**src/rtl/fifo_pop_packer_pkg.sv**
```systemverilog
// Shared defaults, word type and control-state encoding for the FIFO pop/pack datapath.
package fifo_pop_packer_pkg;

    localparam int unsigned WIDTH_DEF = 32'd8;
    localparam int unsigned PACK_DEF  = 32'd4;

    typedef bit [WIDTH_DEF-1:0] fifo_unit;

    typedef enum logic [0:0] {
        FILL  = 1'b0,
        FLUSH = 1'b1
    } pack_state_e;

endpackage

```
**src/rtl/fifo_pop_packer_out_reg.sv**
```systemverilog
// Output holding register for packed beats: valid/ready handshake with same-cycle reload.
module pack_out_reg #(
    parameter int unsigned DATA_W = 32'd32,
    parameter int unsigned KEEP_W = 32'd4
) (
    input  logic              clk,
    input  logic              reset,
    input  logic              load,
    input  logic [DATA_W-1:0] load_data,
    input  logic [KEEP_W-1:0] load_keep,
    input  logic              out_ready,
    output logic [DATA_W-1:0] out_data,
    output logic [KEEP_W-1:0] out_keep,
    output logic              out_valid,
    output logic              free
);

    logic              valid_r;
    logic [DATA_W-1:0] data_r;
    logic [KEEP_W-1:0] keep_r;

    // Free when empty or being drained this cycle, so back-to-back beats need no bubble.
    assign free      = ~valid_r | out_ready;
    assign out_data  = data_r;
    assign out_keep  = keep_r;
    assign out_valid = valid_r;

    // Beat register: reload, drain on handshake, otherwise hold stable.
    always_ff @(posedge clk or negedge reset) begin
        if (!reset) begin
            valid_r <= 1'b0;
            data_r  <= {DATA_W{1'b0}};
            keep_r  <= {KEEP_W{1'b0}};
        end else if (load && free) begin
            valid_r <= 1'b1;
            data_r  <= load_data;
            keep_r  <= load_keep;
        end else if (out_ready) begin
            valid_r <= 1'b0;
        end else begin
            valid_r <= valid_r;
        end
    end

endmodule

```
**src/rtl/fifo_pop_packer.sv**
```systemverilog
// Pops a sync FIFO, packs PACK consecutive words into one wide beat and emits it on valid/ready,
// with a flush request that pushes out a partially filled beat.
module fifo_pop_packer
    import fifo_pop_packer_pkg::*;
#(
    parameter int unsigned Width = WIDTH_DEF,
    parameter int unsigned PACK  = PACK_DEF
) (
    input  logic                  clk,
    input  logic                  reset,
    input  logic                  ept,
    output logic                  pop,
    input  logic                  valid,
    input  logic [Width-1:0]      r_data,
    output logic [PACK*Width-1:0] out_data,
    output logic [PACK-1:0]       out_keep,
    output logic                  out_valid,
    input  logic                  out_ready,
    input  logic                  flush,
    output logic                  flush_done,
    output logic                  err_unexp
);

    localparam int unsigned     CNT_W    = $clog2(PACK + 32'd1);
    localparam logic [CNT_W-1:0] CNT_FULL = CNT_W'(PACK);

    pack_state_e                 state_r;
    pack_state_e                 state_nxt_s;
    logic [CNT_W-1:0]            acc_cnt_r;
    logic [PACK-1:0][Width-1:0]  acc_data_r;
    logic                        inflight_r;
    logic                        armed_r;
    logic                        err_r;
    logic                        capture_s;
    logic                        unexp_s;
    logic                        full_s;
    logic                        flush_xfer_s;
    logic                        xfer_s;
    logic                        out_free_s;
    logic [PACK*Width-1:0]       xfer_data_s;
    logic [PACK-1:0]             xfer_keep_s;

    // armed_r masks the first cycle after reset release: no pops, stray valid ignored.
    assign capture_s    = armed_r & valid & inflight_r;
    assign unexp_s      = armed_r & valid & ~inflight_r;
    assign full_s       = (acc_cnt_r == CNT_FULL);
    assign flush_xfer_s = (state_r == FLUSH) && (acc_cnt_r != {CNT_W{1'b0}}) && !inflight_r;
    assign xfer_s       = out_free_s & (full_s | flush_xfer_s);
    assign err_unexp    = err_r;

    // Pop only while filling and the accumulator plus the in-flight word leave room; a flush request blocks new pops at once.
    always_comb begin
        pop = 1'b0;
        if (armed_r && !ept && (state_r == FILL) && !flush &&
            (({1'b0, acc_cnt_r} + {{CNT_W{1'b0}}, inflight_r}) < {1'b0, CNT_FULL})) begin
            pop = 1'b1;
        end else begin
            pop = 1'b0;
        end
    end

    // Beat assembly: lanes below acc_cnt carry data, the rest are zero with keep cleared.
    always_comb begin
        xfer_data_s = {(PACK*Width){1'b0}};
        xfer_keep_s = {PACK{1'b0}};
        for (int i = 0; i < int'(PACK); i++) begin
            if (CNT_W'(i) < acc_cnt_r) begin
                xfer_data_s[i*Width +: Width] = acc_data_r[i];
                xfer_keep_s[i]                = 1'b1;
            end else begin
                xfer_data_s[i*Width +: Width] = {Width{1'b0}};
                xfer_keep_s[i]                = 1'b0;
            end
        end
    end

    // Flush control: wait out any in-flight word, then finish directly or with the partial beat.
    always_comb begin
        state_nxt_s = state_r;
        flush_done  = 1'b0;
        case (state_r)
            FILL: begin
                if (flush) begin
                    state_nxt_s = FLUSH;
                end else begin
                    state_nxt_s = FILL;
                end
            end
            FLUSH: begin
                if (inflight_r) begin
                    state_nxt_s = FLUSH;
                end else if (acc_cnt_r == {CNT_W{1'b0}}) begin
                    state_nxt_s = FILL;
                    flush_done  = 1'b1;
                end else if (xfer_s) begin
                    state_nxt_s = FILL;
                    flush_done  = 1'b1;
                end else begin
                    state_nxt_s = FLUSH;
                end
            end
            default: begin
                state_nxt_s = FILL;
                flush_done  = 1'b0;
            end
        endcase
    end

    // Control registers: state, accumulator fill level, in-flight tracking and sticky error.
    always_ff @(posedge clk or negedge reset) begin
        if (!reset) begin
            state_r    <= FILL;
            acc_cnt_r  <= {CNT_W{1'b0}};
            inflight_r <= 1'b0;
            armed_r    <= 1'b0;
            err_r      <= 1'b0;
        end else begin
            state_r    <= state_nxt_s;
            armed_r    <= 1'b1;
            inflight_r <= pop | (inflight_r & ~valid);
            if (xfer_s) begin
                acc_cnt_r <= {CNT_W{1'b0}};
            end else if (capture_s) begin
                acc_cnt_r <= acc_cnt_r + {{(CNT_W-1){1'b0}}, 1'b1};
            end else begin
                acc_cnt_r <= acc_cnt_r;
            end
            if (unexp_s) begin
                err_r <= 1'b1;
            end else begin
                err_r <= err_r;
            end
        end
    end

    // Accumulator lanes: returned word lands in lane acc_cnt.
    always_ff @(posedge clk or negedge reset) begin
        if (!reset) begin
            acc_data_r <= {(PACK*Width){1'b0}};
        end else begin
            for (int i = 0; i < int'(PACK); i++) begin
                if (capture_s && (acc_cnt_r == CNT_W'(i))) begin
                    acc_data_r[i] <= r_data;
                end
            end
        end
    end

    pack_out_reg #(
        .DATA_W (PACK*Width),
        .KEEP_W (PACK)
    ) u_out_reg (
        .clk       (clk),
        .reset     (reset),
        .load      (xfer_s),
        .load_data (xfer_data_s),
        .load_keep (xfer_keep_s),
        .out_ready (out_ready),
        .out_data  (out_data),
        .out_keep  (out_keep),
        .out_valid (out_valid),
        .free      (out_free_s)
    );

endmodule

```
**config.mk**
```make
export PLATFORM = sky130hd
export DESIGN_NAME = fifo_pop_packer
export DESIGN_NICKNAME = d
export VERILOG_FILES = /design/src/rtl/fifo_pop_packer_pkg.sv /design/src/rtl/fifo_pop_packer_out_reg.sv /design/src/rtl/fifo_pop_packer.sv
export SDC_FILE = /design/constraint.sdc
export NUM_CORES = 1
export LEC_CHECK = 0
export BUFFER_PORTS_ARGS = -buffer_cell sky130_fd_sc_hd__buf_4
export CORE_MARGIN = 3
export CORE_UTILIZATION = 55
export DETAILED_ROUTE_END_ITERATION = 8
export HOLD_SLACK_MARGIN = 0.12
export PLACE_DENSITY = 0.88
export REMOVE_ABC_BUFFERS = 1
export SYNTH_ARGS = -nofsm -noshare
export SYNTH_HDL_FRONTEND = slang
export SYNTH_SLANG_ARGS = --single-unit
```
**constraint.sdc**
```tcl
create_clock -name clk -period 2.8 [get_ports clk]
set_input_delay 0.28 -clock clk [delete_from_list [all_inputs] [get_ports clk]]
set_output_delay 0.28 -clock clk [all_outputs]
set_load 0.005 [all_outputs]
```
==> results of run 1 <==
power by group:
group	switching, uW	leakage (uW)	total, uW	internal, uW
sequential	226	0.00102	1690	1470
combinational	526	0.000750	1180	650
clock	368	0.0000986	781	413
total	1120	0.00187	3650	2530
worst max-delay path: stages (launching register included):
cell and delay, ns:
dfrtp_1 0.39, clkinv_1 0.26, ha_1 0.33, or3b_4 0.42, a21oi_4 0.15, buf_4 0.30, buf_4 0.23, mux2i_1 0.22
synth_stat cells, types with 2 or more instances:
cell and n:
nor2b_1 9, ha_1 3, dfrtp_1 76, nor4_4 2, clkbuf_1 2, mux2i_1 26
nand2_1 25, inv_1 26, mux2_2 43, buf_6 2, nand2b_1 2, buf_2 2
nor2_1 8
worst min path at each step:
stage,to,depth (start not counted)
after floorplan,acc_cnt_r[0]$_DFFE_PN0P_,0
after global placement,err_unexp$_DFFE_PN0P_,1
after detailed placement,u_out_reg.out_data[0]$_DFFE_PN0P_,1
after CTS,inflight_r$_DFF_PN0_,2
after global routing,inflight_r$_DFF_PN0_,2
final,inflight_r$_DFF_PN0_,2
cell type report:
cell class	count	area, um^2	share of cell area, %
clock inverters	1	5.00	0.129
clock buffers	14	183	4.71
flip-flops and latches	76	1900	49.0
multi-input cells	135	1160	29.9
repair buffers	58	438	11.3
inverters	28	105	2.71
well taps	72	90.1	2.32
through the flow:
stage	utilization (%)	cells	hold slack, ns	cell area, um^2
after floorplan	-	239	-0.0156	3170
after global placement	65.7	368	0.453	3680
after detailed placement	65.7	368	0.471	3680
after CTS	69.2	384	0.154	3880
after global routing	69.2	384	0.160	3880
final	69.2	384	0.165	3880
cell families after synthesis:
| logic type | share of synthesized area, % |
|---|---|
| AOI/OAI and AO/OA | 1.36 |
| DFF | 58.9 |
| and+or+nand+nor | 9.69 |
| buffers and inverters | 5.19 |
| muxes | 23.1 |
| other | 0.116 |
| xor gates and xnor gates | 0.543 |
| adders and majority gates | 1.16 |
state kept, by name, indices dropped and copies added, names as in the netlist:
name,cells
err_unexp,1
inflight_r,1
armed_r,1
u_out_reg.out_data,32
u_out_reg.out_keep,4
acc_cnt_r,3
u_out_reg.out_valid,1
state_r,1
acc_data_r,32
metal layers:
layer,routed length (um),share of wire [%],vias up,global-route usage [%]
met4,146,2.4,0,11.3
met3,373,6.1,11,4.66
met5,0,0,-,0
met1,2640,43,991,25.9
met2,2920,48,60,31.5
li1,-,-,931,-
timing repair:
item | 4_1_cts | 5_1_grt
hold buffers | 1 | 0
setup endpoints to repair | 0 | 0
gates resized for setup | 0 | 0
endpoints found under the hold margin | 76 | 0
==> results.md, run 1 <==
* Final net count at 325
* Syn Area/Cell at 13.1 um^2
* # diodes at 0
* CP Max Fanout at 20
* Detail Route Antenna Nets at 0
* Initial antenna violation count at 0
* Commonest cells after routing, fill and taps aside: dfrtp_1, buf_4, mux2_2
* Top cells by area, synth: dfrtp_1, mux2_2, mux2i_1
* Wire length per cell at 15.8 um
* Reg-to-Reg End: u_out_reg.out_data[5]$_DFFE_PN0P_
* Worst Setup SP: acc_cnt_r[0]$_DFFE_PN0P_
* Commonest non-fill, non-tap cell in the layout: dfrtp_1
* Top FF cell, synth: dfrtp_1
* WP data arrival at 2.67 ns
* Netlist cell types at 34
* Worst rel slew slack at 39.7%
* Clock Sink Count at 76
* Synth Instances at 247
* Area grow syn2layout at 20.2%
* Vias per std cell at 5.19
* CP endpoint: u_out_reg.out_data[5]$_DFFE_PN0P_
* Period minus WS final at 2.40 ns
* Routed wire length at 6070 um
* Worst R2R Path Depth at 7
* Element type at the critical path start: register
* Final worst slack at 0.395 ns
* P_leak at 0.00187 uW
* Root Buffer: clkbuf_8
* RSZ-0062 raised after global routing: false
* Cell Area, Synth at 3230 um^2
* Pre-antenna DRT Iters at 4
* Post-DP HPWL at 4150 um
* Cts bufs inserted at 9
* Row cnt at 27
* CTS tree: done
* Outcome: completed
* Pre-CTS WS at 0.434 ns
* IO Port Bufs at 53
* Final Skew at 0.00768 ns
* Via count at 1993
* Largest net degree at the start of global routing at 77
* Reg clk slew, reported paths at 0.07 ns
* Final period util at 85.9%
* Yosys top cell area share at 58.9%
* Yosys warns at 0
* Critical R2R Launch: acc_cnt_r[0]$_DFFE_PN0P_
* WS Path Type: register to register
* Sequential area share after synthesis at 58.9%
* I/O Pins at 54
* Asr flop ratio synth at 100%
* # setup viols final at 0
* Vias in the first global route at 1994
* DRT iter0 DRCs at 138
* Min-Delay Path Class: input port to register
* RePlAce Congestion at 0.790
* First-pass GRT wire length at 9750 um
* Layout cells sized above 1 at 39.7%
* Flop-to-flop setup slack at 0.40 ns
* #FFs+latches synth at 76
* Highest clock rate at 416 MHz
* Power, Total at 3650 uW
* DRC viols at 0
* CTS max path bufs at 2
* Initial Utilization at 57.6%
* Number of synthesized flops with an enable pin at 0
* CTS H-tree depth at 3
* Worst Min Path Start: valid
* TNS Setup at 0 ns
* GRT Overall Usage at 20.2%
* Total die area at 6830 um^2
* Setup Fix Bufs, Post-CTS at 0
* Pwr per Cell Area at 940 nW/um^2
* Chip Width at 82.6 um
* Congestion Overflow GR at 0
* Endpoints failing hold at 0
* Number of max-cap violations at 0
* Crit path required time at 3.06 ns
* Core area at 5610 um^2
* Maximum VDD drop at 0.465 mV
* Least-Margin Pin Slew at 0.905 ns
* Fillers at 418
* Clock latency at the later pin of the worst-skew pair at 0.35 ns
* Crit end category: register
* Fin. max-slew vios at 0
* Die height at 82.6 um
* Yosys top cell by area: dfrtp_1
Note: power is estimated with default switching activity, not from simulation.
==> run 2, diff against run 1 <==
RECOVER_POWER = 100   (was not set)
==> results.md, run 2 (synthesized netlist as in run 1, its figures left out) <==
* Element type at the critical path start: register
* Final Core Density at 68.4% (-0.83 points)
* CTS H-tree depth at 3 (unchanged)
* Vias per std cell at 5.19 (about the same)
* Area grow syn2layout at 18.8%
* Crit end category: register
* Least-Margin Pin Slew at 1.78 ns (+0.872 ns)
* Wire length per cell at 15.8 um (-0.28%)
* Endpoints failing hold at 0 (unchanged)
* Root Buffer: clkbuf_8
* Number of max-cap violations at 1 (+1)
* DRC viols at 0 (unchanged)
* Worst R2R Path Depth at 6 (-1)
* Commonest cells after routing, fill and taps aside: dfrtp_1, mux2_2, clkbuf_4
* Total die area at 6830 um^2 (unchanged)
* Cts bufs inserted at 9 (unchanged)
* I/O Pins at 54 (unchanged)
* Number of gates resized after CTS at 0 (unchanged)
* GRT Overall Usage at 20.2% (unchanged)
* Final period util at 86.9% (+1.0 points)
* Pre-antenna DRT Iters at 4 (unchanged)
* Maximum VDD drop at 0.463 mV (-0.62%)
* TNS Setup at 0 ns (unchanged)
* IO Port Bufs at 53 (unchanged)
* Min-Delay Path Class: input port to register
* Initial antenna violation count at 0 (unchanged)
* Via count at 1994 (+0.050%)
* Fin. max-slew vios at 77 (+77)
* # diodes at 0 (unchanged)
* Worst Min Path Start: valid
* Layout cells sized above 1 at 38.1% (-1.6 points)
* WS Path Type: register to register
* First-pass GRT wire length at 9750 um (unchanged)
* Final Skew at 0.00535 ns (-0.00232 ns)
* RePlAce Congestion at 0.790 (unchanged)
* Violated checks: capacitance limit, slew limit
* Period minus WS final at 2.43 ns (+0.0279 ns)
* Initial Utilization at 57.6% (unchanged)
* Clock latency at the later pin of the worst-skew pair at 0.35 ns (about the same)
* Detail Route Antenna Nets at 0 (unchanged)
* Reg-to-Reg End: u_out_reg.out_keep[0]$_DFFE_PN0P_
* Reg clk slew, reported paths at 0.07 ns (about the same)
* CTS max path bufs at 2 (unchanged)
* Core area at 5610 um^2 (unchanged)
* Row cnt at 27 (unchanged)
* Critical R2R Launch: acc_cnt_r[0]$_DFFE_PN0P_
* Hold worst-path end: inflight_r$_DFF_PN0_
* DRT iter0 DRCs at 108 (-22%)
* Congestion Overflow GR at 0 (unchanged)
* Die height at 82.6 um (unchanged)
* CTS tree: done
* WP data arrival at 2.67 ns (about the same)
* Flop-to-flop setup slack at 0.37 ns (-0.03 ns)
* Final net count at 325 (unchanged)
* Worst rel slew slack at -18.5% (-58 points)
* CP Max Fanout at 14 (-30%)
* Worst Hold Path Cells at 2 (unchanged)
* Power, Total at 3590 uW (-1.6%)
* Crit path required time at 3.04 ns (-0.02 ns)
* Highest clock rate at 411 MHz (-1.1%)
* Outcome: finished, violations left
* # setup viols final at 0 (unchanged)
* Chip Width at 82.6 um (unchanged)
* RSZ-0062 raised after global routing: false
* P_leak at 0.00184 uW (-1.6%)
* Fillers at 425 (+1.7%)
* Vias in the first global route at 1994 (unchanged)
* Clock Sink Count at 76 (unchanged)
* Post-DP HPWL at 4150 um (unchanged)
* Largest net degree at the start of global routing at 77 (unchanged)
* Pwr per Cell Area at 936 nW/um^2 (-0.44%)
* Commonest non-fill, non-tap cell in the layout: dfrtp_1
* Routed wire length at 6060 um (-0.28%)
## run 2: cell count changes in the layout (fill, tap and decap cells not counted), sizes merged
| cell | delta |
|---|---|
| clkbuf | +43 |
| buf | -43 |
## run 2: worst max-delay path: stages (launching register included)
cell and delay (ns):
dfrtp_1 0.39, clkinv_1 0.22, ha_1 0.30, or3b_1 0.44, a21oi_4 0.17, clkbuf_2 0.41, mux2_2 0.38
## run 2: worst max-delay path by stage
stage / slack, ns / startpoint / depth (start not counted) / to
3_5_place_dp: 0.43 / acc_cnt_r[0]$_DFFE_PN0P_ / 7 / u_out_reg.out_data[5]$_DFFE_PN0P_
6_report: 0.37 / acc_cnt_r[0]$_DFFE_PN0P_ / 6 / u_out_reg.out_keep[0]$_DFFE_PN0P_
4_1_cts: 0.38 / acc_cnt_r[0]$_DFFE_PN0P_ / 7 / u_out_reg.out_data[5]$_DFFE_PN0P_
5_1_grt: 0.26 / acc_cnt_r[0]$_DFFE_PN0P_ / 6 / u_out_reg.out_keep[3]$_DFFE_PN0P_
3_3_place_gp: 0.56 / acc_cnt_r[0]$_DFFE_PN0P_ / 6 / u_out_reg.out_data[13]$_DFFE_PN0P_
2_1_floorplan: 0.11 / acc_cnt_r[0]$_DFFE_PN0P_ / 5 / u_out_reg.out_keep[3]$_DFFE_PN0P_
## run 2: stage by stage
stage	hold slack (ns)	cells	worst slack [ns]	instance area, um^2
after detailed placement	0.471	368	0.434	3680
after CTS	0.154	384	0.382	3880
after global routing	0.160	384	0.262	3840
after global placement	0.453	368	0.558	3680
final	0.162	384	0.367	3840
after floorplan	-0.0156	239	0.106	3170
## run 2: what timing repair did
action | CTS | global route
buffers inserted | 0 | 0
hold buffers | 1 | 0
hold endpoints to repair | 76 | 0
endpoints found under the setup margin | 0 | 0
## run 2: area by class of cell
cell class | count | area [um^2] | share of cell area [%]
clock inverters | 1 | 5.00 | 0.130
multi-input cells | 135 | 1130 | 29.4
repair buffers | 58 | 425 | 11.1
well taps | 72 | 90.1 | 2.35
flip-flops and latches | 76 | 1900 | 49.6
clock buffers | 14 | 183 | 4.76
inverters | 28 | 105 | 2.74
## run 2: layer usage
metal  vias to the layer above  share of wire, %  track usage, %
li1                        931                 -               -
met1                       999                44            25.9
met2                        54                48            31.5
met3                        10               5.9            4.66
met4                         0               2.4            11.3
met5                         -                 0               0
## run 2: power breakdown
part / internal [uW] / total [uW] / switching [uW]
Sequential: 1470 / 1680 / 217
Clock: 413 / 781 / 368
Combinational: 613 / 1130 / 513
Total: 2490 / 3590 / 1100
==> run 3, diff against run 2 <==
CORE_ASPECT_RATIO = 0.7   (was not set)
==> results.md, run 3 (synthesized netlist as in run 1, its figures left out) <==
* Fin. max-slew vios at 77 (unchanged)
* Clock latency at the later pin of the worst-skew pair at 0.34 ns (about the same)
* IO Port Bufs at 53 (unchanged)
* Highest clock rate at 425 MHz (+3.3%)
* Initial antenna violation count at 0 (unchanged)
* Worst Setup SP: acc_cnt_r[0]$_DFFE_PN0P_
* Root Buffer: clkbuf_8
* Violated checks: capacitance limit, slew limit
* Crit end category: register
* # setup viols final at 0 (unchanged)
* Initial Utilization at 59.3% (+1.7 points)
* Reg clk slew, reported paths at 0.07 ns (about the same)
* Commonest non-fill, non-tap cell in the layout: dfrtp_1
* Sw Pwr at 1110 uW (+1.5%)
* Comb power frac at 31.6% (+0.2 points)
* Area grow syn2layout at 19.1%
* Cts bufs inserted at 9 (unchanged)
* TNS Setup at 0 ns (unchanged)
* Clock Sink Count at 76 (unchanged)
* Vias per std cell at 5.16 (-0.60%)
* RePlAce Congestion at 0.837 (+5.9%)
* Row cnt at 22 (-19%)
* Core area at 5450 um^2 (-2.8%)
* Final period util at 84.1% (-2.8 points)
* Sequential share of power at 46.1% (-0.8 points)
* Setup Fix Bufs, Post-CTS at 0 (unchanged)
* Number of gates resized after CTS at 0 (unchanged)
* Switching fraction of total power at 30.6% (+0.051 points)
* Element type at the critical path start: register
* Congestion Overflow GR at 0 (unchanged)
* Largest net degree at the start of global routing at 77 (unchanged)
* CTS H-tree depth at 3 (unchanged)
* Crit path required time at 3.03 ns (about the same)
* # diodes at 0 (unchanged)
* Post-DP HPWL at 4230 um (+2.0%)
* Min-Delay Path Class: input port to register
* Outcome: finished, violations left
* Layout cells sized above 1 at 37.5% (-0.64 points)
* Worst rel slew slack at -18.6% (-0.10 points)
* Least-Margin Pin Slew at 1.78 ns (+0.00155 ns)
* DRT iter0 DRCs at 92 (-15%)
* Final net count at 325 (unchanged)
* Commonest cells after routing, fill and taps aside: dfrtp_1, mux2_2, clkbuf_4
* I/O Pins at 54 (unchanged)
* Clock share of power at 22.3% (+0.5 points)
* Int Pwr at 2520 uW (+1.3%)
* CTS tree: done
* WS Path Type: register to register
* DRC viols at 0 (unchanged)
* CP Max Fanout at 24 (+10)
* Die height at 70.1 um (-15%)
* Period minus WS final at 2.35 ns (-0.0787 ns)
* Total die area at 6840 um^2 (+0.22%)
* Critical R2R Launch: acc_cnt_r[0]$_DFFE_PN0P_
* Pre-antenna DRT Iters at 4 (unchanged)
* Power, Total at 3640 uW (+1.3%)
* Maximum VDD drop at 0.564 mV (+22%)
* WP data arrival at 2.58 ns (-0.09 ns)
* Area after DPL at 3700 um^2 (+0.34%)
* Chip Width at 97.6 um (+18%)
* GRT Overall Usage at 19.6% (-0.58 points)
* Pwr per Cell Area at 946 nW/um^2 (+1.0%)
* Detail Route Antenna Nets at 0 (unchanged)
* CTS max path bufs at 2 (unchanged)
* Final Core Density at 70.6% (+2.2 points)
* P_leak at 0.00183 uW (-0.61%)
* Final Skew at 0.00851 ns (+0.00316 ns)
* Wire length per cell at 16.0 um (+1.6%)
* Endpoints failing hold at 0 (unchanged)
* Fin area at 3850 um^2 (+0.29%)
* RSZ-0062 raised after global routing: false
* Via count at 1982 (-0.60%)
* Worst Min Path Start: valid
* Final hold slack at 0.157 ns (-0.00457 ns)
* Routed wire length at 6150 um (+1.6%)
* First-pass GRT wire length at 10400 um (+6.6%)
* Number of max-cap violations at 1 (unchanged)
* Vias in the first global route at 2011 (+0.85%)
==> run 3: area by class of cell <==
class | instances | area (um^2)
Tap cell | 72 | 90.1
Sequential cell | 76 | 1900
Clock buffer | 11 | 141
Inverter | 28 | 105
Timing Repair Buffer | 58 | 433
Fill cell | 407 | 1600
Multi-Input combinational cell | 135 | 1130
Clock inverter | 4 | 50.0
==> run 3: power by group through the flow <==
stage	clock [uW]	combinational, uW	sequential [uW]
after floorplan	0	656	1680
after global placement	0	1170	1680
after detailed placement	0	1210	1700
after CTS	824	1220	1690
after global routing	881	1270	1730
final	811	1150	1680
==> run 3: timing repair <==
item	4_1_cts	5_1_grt
hold buffers	1	0
endpoints found under the setup margin	0	0
hold endpoints to repair	71	0
==> run 3: worst max-delay path, cell delays in order, from the launching register on <==
cell	delay [ns]
dfrtp_1	0.39
clkinv_1	0.21
ha_1	0.29
or3b_1	0.45
a21oi_4	0.30
buf_12	0.23
mux2_2	0.36
==> run 3: worst paths after layout <==
check	endpoint	slack, ns	cells after the start
hold / removal	inflight_r$_DFF_PN0_	0.16	2
hold reg to reg	err_unexp$_DFFE_PN0P_	0.50	1
setup reg to reg	u_out_reg.out_data[10]$_DFFE_PN0P_	0.45	6
setup / recovery	u_out_reg.out_data[10]$_DFFE_PN0P_	0.45	6
max in group asynchronous	acc_data_r[10]$_DFFE_PN0P_	0.80	2
min in group asynchronous	u_out_reg.out_keep[3]$_DFFE_PN0P_	0.95	2
==> run 3: layer usage <==
metal	share of wire (%)	vias to the layer above	global-route usage (%)
li1	-	933	-
met1	48	975	27.1
met2	45	66	29.7
met3	6.4	8	8.08
met4	0.57	0	3.23
met5	0	-	0
==> run 3: per-stage QoR <==
| step | setup slack, ns | instances |
|---|---|---|
| 4_1_cts | 0.407 | 384 |
| 6_report | 0.446 | 384 |
| 3_3_place_gp | 0.504 | 368 |
| 2_1_floorplan | 0.106 | 239 |
| 3_5_place_dp | 0.426 | 368 |
| 5_1_grt | 0.295 | 384 |
